$ cat src/rtl/ws2812_loader.sv
// Byte-stream to pixel-buffer loader for the WS2812 driver: packs GRB bytes into 24-bit writes.
// Optional per-byte brightness scaling enabled by defining WS2812_LOADER_BRIGHTNESS_EN.
module ws2812_loader #(
  parameter int unsigned ADDR_W      = 8,
  parameter int unsigned TIMEOUT_CYC = 50000,
  parameter int unsigned TO_W        = 16
) (
  input  logic              clk,
  input  logic              rst_n,
  input  logic              byte_valid,
  input  logic [7:0]        byte_data,
  output logic              byte_ready,
  input  logic              sof,
`ifdef WS2812_LOADER_BRIGHTNESS_EN
  input  logic [7:0]        brightness,
`endif
  input  logic [11:0]       num_leds,
  output logic [ADDR_W-1:0] address,
  output logic [23:0]       rgb_data,
  output logic              write,
  output logic              frame_done,
  output logic              timeout_err
);

  localparam int unsigned PTR_W = 12;

  typedef enum logic {S_COLLECT, S_WRITE} state_t;

  state_t              state_q, state_d;
  logic [1:0]          phase_q, phase_d, phase_eff;
  logic [PTR_W-1:0]    ptr_q, ptr_d;
  logic [TO_W-1:0]     cnt_q, cnt_d;
  logic [15:0]         pix_q, pix_d;
  logic                ready_q, ready_d;
  logic [ADDR_W-1:0]   addr_q, addr_d;
  logic [23:0]         rgb_q, rgb_d;
  logic                write_q, write_d;
  logic                terr_q, terr_d;
  logic                accept;
  logic                is_last;
  logic [7:0]          cap_byte;

  assign accept  = byte_valid && ready_q;
  assign is_last = (num_leds == 12'd0) || (ptr_q == (num_leds - 12'd1));

`ifdef WS2812_LOADER_BRIGHTNESS_EN
  // brightness+1 makes 255 an exact identity scale
  assign cap_byte = 8'((16'(byte_data) * (16'(brightness) + 16'd1)) >> 8);
`else
  assign cap_byte = byte_data;
`endif

  // State and output registers
  always_ff @(posedge clk or negedge rst_n) begin
    if (!rst_n) begin
      state_q <= S_COLLECT;
      phase_q <= 2'd0;
      ptr_q   <= '0;
      cnt_q   <= '0;
      pix_q   <= '0;
      ready_q <= 1'b1;
      addr_q  <= '0;
      rgb_q   <= '0;
      write_q <= 1'b0;
      terr_q  <= 1'b0;
    end else begin
      state_q <= state_d;
      phase_q <= phase_d;
      ptr_q   <= ptr_d;
      cnt_q   <= cnt_d;
      pix_q   <= pix_d;
      ready_q <= ready_d;
      addr_q  <= addr_d;
      rgb_q   <= rgb_d;
      write_q <= write_d;
      terr_q  <= terr_d;
    end
  end

  // Next-state, packing, pointer and timeout logic
  always_comb begin
    state_d   = state_q;
    phase_d   = phase_q;
    phase_eff = phase_q;
    ptr_d     = ptr_q;
    cnt_d     = cnt_q;
    pix_d     = pix_q;
    ready_d   = 1'b1;
    addr_d    = addr_q;
    rgb_d     = rgb_q;
    write_d   = 1'b0;
    terr_d    = 1'b0;

    case (state_q)
      S_COLLECT: begin
        // sof takes effect before a coincident byte, which becomes byte 0 of pixel 0
        if (sof) begin
          phase_eff = 2'd0;
          phase_d   = 2'd0;
          ptr_d     = '0;
          cnt_d     = '0;
        end
        if (accept) begin
          cnt_d = '0;
          case (phase_eff)
            2'd1: begin
              pix_d[7:0] = cap_byte;
              phase_d    = 2'd2;
            end
            2'd2: begin
              rgb_d   = {pix_q, cap_byte};
              addr_d  = ADDR_W'(ptr_q);
              phase_d = 2'd0;
              state_d = S_WRITE;
              write_d = 1'b1;
              ready_d = 1'b0;
            end
            default: begin
              pix_d[15:8] = cap_byte;
              phase_d     = 2'd1;
            end
          endcase
        end else if (!sof && (phase_q != 2'd0)) begin
          if (cnt_q == TO_W'(TIMEOUT_CYC - 1)) begin
            cnt_d   = '0;
            phase_d = 2'd0;
            terr_d  = 1'b1;
          end else begin
            cnt_d = cnt_q + TO_W'(1);
          end
        end
      end

      S_WRITE: begin
        state_d = S_COLLECT;
        if (sof) begin
          cnt_d = '0;
        end
        if (sof || is_last) begin
          ptr_d = '0;
        end else begin
          ptr_d = ptr_q + PTR_W'(1);
        end
      end

      default: begin
        state_d = S_COLLECT;
        phase_d = 2'd0;
      end
    endcase
  end

  assign byte_ready  = ready_q;
  assign address     = addr_q;
  assign rgb_data    = rgb_q;
  assign write       = write_q;
  assign timeout_err = terr_q;
  // A sof landing on the write cycle restarts the frame, so the wrap is not a completion
  assign frame_done  = write_q && is_last && !sof;

endmodule

$ cat config.mk
export PLATFORM = sky130hd
export DESIGN_NAME = ws2812_loader
export DESIGN_NICKNAME = d
export VERILOG_FILES = /design/src/rtl/ws2812_loader.sv
export SDC_FILE = /design/constraint.sdc
export NUM_CORES = 1
export LEC_CHECK = 0
export CORE_MARGIN = 1
export CORE_UTILIZATION = 40
export CTS_CLUSTER_DIAMETER = 50
export DETAILED_ROUTE_END_ITERATION = 8
export SLEW_MARGIN = 10
export SYNTH_ARGS = -nofsm -noshare
export SYNTH_HDL_FRONTEND = slang
export SYNTH_SLANG_ARGS = --single-unit
$ cat constraint.sdc
create_clock -name clk -period 2.3 [get_ports clk]
set_input_delay 0.46 -clock clk [delete_from_list [all_inputs] [get_ports clk]]
set_output_delay 0.46 -clock clk [all_outputs]
set_load 0.005 [all_outputs]
==> results by group <==
Clocking
  – TritonCTS clock tree: done
  – Hold buffers post-CTS: 0
  – Clock Root Buffer: clkbuf_8
  – Clock transition at the registers of the reported paths: roughly 80 ps
  – CTS sink count: 81
  – Number of buffers added by the clock tree synthesis step: 9
  – Clock latency at the later pin of the worst-skew pair: approximately 350 ps
  – Longest Clk Path Bufs: 2
  – CTS H-Tree Depth: 3

Floorplanning
  – Total number of placement rows: 36
  – Die Footprint: roughly 0.011 sq mm
  – Starting density of the core: 41.53%
  – Height of the chip: 103.0 um
  – Area of the placeable core: 0.009819 sq mm
  – Number of top-level pins: 60
  – Chip Width: ~100 um

Global routing
  – Total overflow reported by the global router: 0
  – Maximum number of pins on one net before global-route repair: 82
  – Overall track demand over capacity in global routing: 18.92%
  – First-pass GRT wire length: between 15,000 and 20,000 um
  – Vias in the first global route: 3,205
  – Initial antenna violation count: 0

Place
  – Cell Count Post-Placement: around 600
  – Hpwl dp: 6505 um
  – Placed instance area: 0.005224 sq mm
  – Global placer's final weighted congestion: around 0.9
  – Number of input and output port buffers inserted: 59

Layout
  – Final core utilization: 55.93%
  – ANT cells: 0
  – Synthesis-to-finish area growth: 34.67%
  – Number of standard cells in the layout, taps in and fillers out: 619
  – Layout net count: 511
  – Number of filler instances in the final layout: 866
  – Share of cells above drive strength 1: 30.25%
  – Total non-filler cell area in the finished layout: 0.005492 sq mm

Yosys
  – Synthesized instance count: 370
  – Synth Cell Area: 0.004078 sq mm
  – Top flip-flop cell by instance count after synthesis: dfrtp_1
  – Netlist cell types: 61
  – Sequential-to-total area share from yosys stat: about half
  – Number of flops mapped to enable cells by yosys: 0
  – Number of storage elements in the synthesis netlist: between 80 and 90
  – Mean Syn Cell Area: 11.02 sq um
  – Count of yosys warnings during synthesis: 0
  – Async set or reset register ratio after synthesis: 100.0%
  – Mapped Nets: 400

Route
  – Average vias per placed instance: 5.225
  – DR WL/cell: 15.04 um
  – Remaining antenna violation count after routing: 0
  – Total via count in the routed design: roughly 3,200
  – DRT Wirelength: a little over 9000 um
  – Number of DRC violations after detailed-routing iteration 0: 228
  – DRC viols: 0
  – First-pass DRT Iterations: 5

Status
  – Violations in the final reports: negative setup slack
  – Outcome: finished with violations

Power and ir drop
  – Sequential cell fraction of total power: 48.7%
  – Total power per unit cell area: 695.4 mW/mm^2
  – Clock network power share: 24.3%
  – Leakage power: ~2.4 nW
  – Design Power: 3.819 mW
  – Internal power: 2.815 mW
  – IR drop worst, VDD: 641.2 uV
  – Net switching share of the total power: about a quarter
  – Net switching power of the design: approximately 1.0 mW
  – Gate power share: 27.0%

STA
  – Max_slew headroom: 69.65%
  – Final clock skew: 7.572 ps
  – Worst Setup Slack, final: -439.0 ps
  – Number of hold-slack violations in the final timing report: 0
  – Worst Max-Slew Pin Slew: around 460 ps
  – Max Slew Vio Count: 0
  – Highest clock rate: 365.1 MHz
  – Setup total negative slack: -1167 ps
  – Unrepaired setup endpoints after global routing: yes
  – Share of the clock period used by the worst path: 119.1%
  – Final count of negative-setup-slack endpoints: 9
  – Post-layout min period: 2739 ps

Setup path
  – Type of the setup path with the least slack: reg2out
  – Critical Path Sink Type: output pin
  – Required time reported for the critical path endpoint: 1840 ps
  – Maximum fanout count along the critical path: 3
  – Arrival @ worst endpoint: 2280 ps
  – Startpoint type of the worst setup path: flop

Run
  – Number of max-cap violations: 0

Min path
  – Min-Delay Path Class: in2async
[Yosys cell counts (6+ instances only)]
| cell type | count | area (sq um) |
|---|---|---|
| dfrtp_1 | 80 | 2002 |
| mux2_2 | 48 | 540.5 |
| nand2_1 | 31 | 116.4 |
| o21ai_0 | 22 | 110.1 |
| nor2_1 | 18 | 67.56 |
| xnor2_1 | 13 | 113.9 |
| a21oi_1 | 11 | 55.05 |
| nand3_1 | 11 | 55.05 |
| inv_1 | 10 | 37.54 |
| clkbuf_1 | 9 | 33.78 |
| nand4_1 | 9 | 56.30 |
| and3_1 | 8 | 50.05 |
| nor2b_1 | 7 | 43.79 |
| ha_1 | 6 | 75.07 |
[power by group through the flow]
stage / Sequential (mW) / Clock [mW] / Combinational, mW
after global placement: 1.88 / 0 / 1.02
final: 1.86 / 0.928 / 1.03
after detailed placement: 1.89 / 0 / 1.03
after floorplan: 1.88 / 0 / 0.374
after CTS: 1.86 / 0.965 / 1.04
after global routing: 1.90 / 1.01 / 1.13
[path summary, 6_finish.rpt]
| check | start | endpoint | slack [ps] | cells past startpoint |
|---|---|---|---|---|
| worst max-delay path | ptr_q[8] | frame_done | -440 | 7 |
| worst min-delay path | rst_n | rgb_data[14] | 90 | 2 |
| worst max register to register | ptr_q[8] | ptr_q[4] | -130 | 9 |
| worst min register to register | cnt_q[15] | cnt_q[15] | 500 | 1 |
| max in group asynchronous | rst_n | byte_ready | 1790 | 2 |
| min in group clk | cnt_q[15] | cnt_q[15] | 500 | 1 |
[cells by family after synthesis]
group / share of synthesized area, %
AO/OA/AOI/OAI: 10.77
XOR/XNOR: 3.866
adder cells (fa/ha/maj): 1.841
buffers and inverters: 2.424
flip-flops: 49.74
multiplexers: 13.99
AND/OR/NAND/NOR: 17.37
[critical path: stages (launching register included)]
cell	delay, ps
dfrtp_1	410
nor2b_4	140
or3_4	370
a2111oi_4	300
o21ai_2	90
a2111o_1	350
a21boi_2	150
buf_2	120
[routing by layer]
layer | part of all wire [%] | up-vias | GRT usage [%]
met4 | 1.3 | 0 | 6.609
met3 | 7.3 | 11 | 6.305
li1 | - | 1564 | -
met5 | 0 | - | 0
met1 | 45 | 1569 | 24.78
met2 | 46 | 90 | 29.38
[placed cells by master (no fill, tap or decap), types with 5 or more instances in the layout]
master / n
xnor2_1: 13
clkdlybuf4s50_1: 47
and2_1: 5
and3_1: 8
nor2_1: 18
nor2b_1: 6
o31ai_1: 5
nand4_1: 9
nand2_1: 31
ha_1: 5
dfrtp_1: 80
buf_12: 5
inv_1: 10
xor2_1: 5
nand3_1: 11
a21oi_1: 11
mux2_2: 48
clkbuf_8: 10
o21ai_0: 21
buf_4: 48
[metrics by stage]
step                setup WS [ps]  hold WS, ps
floorplan                  -128.6        164.4
global placement            -1059        477.1
detailed placement          -1131        480.7
CTS                        -659.3        135.2
global route               -537.2        144.2
finish                     -439.0        93.19
[state kept, by name, summed over array words and instances (netlist names)]
signal / flops
address: 8
cnt_q: 16
ptr_q: 12
byte_ready: 1
phase_q: 2
state_q: 1
pix_q: 16
timeout_err: 1
rgb_data: 24
[layout make-up]
| cell class | instances | area (sq um) | area share (%) |
|---|---|---|---|
| multi-input cells | 266 | 2043 | 37.21 |
| flip-flops and latches | 81 | 2028 | 36.93 |
| repair buffers | 112 | 1040 | 18.93 |
| well taps | 133 | 166.4 | 3.030 |
| clock buffers | 11 | 141.4 | 2.575 |
| inverters | 11 | 41.29 | 0.7519 |
| clock inverters | 5 | 31.28 | 0.5696 |
[repair_timing]
item | 4_1_cts | 5_1_grt
pin swaps | 9 | 9
buffers inserted | 1 | 1
gates cloned | 0 | 0
setup endpoints to repair | 13 | 13
resized for setup | 16 | 20
Note: power is estimated with default switching activity, not from simulation.
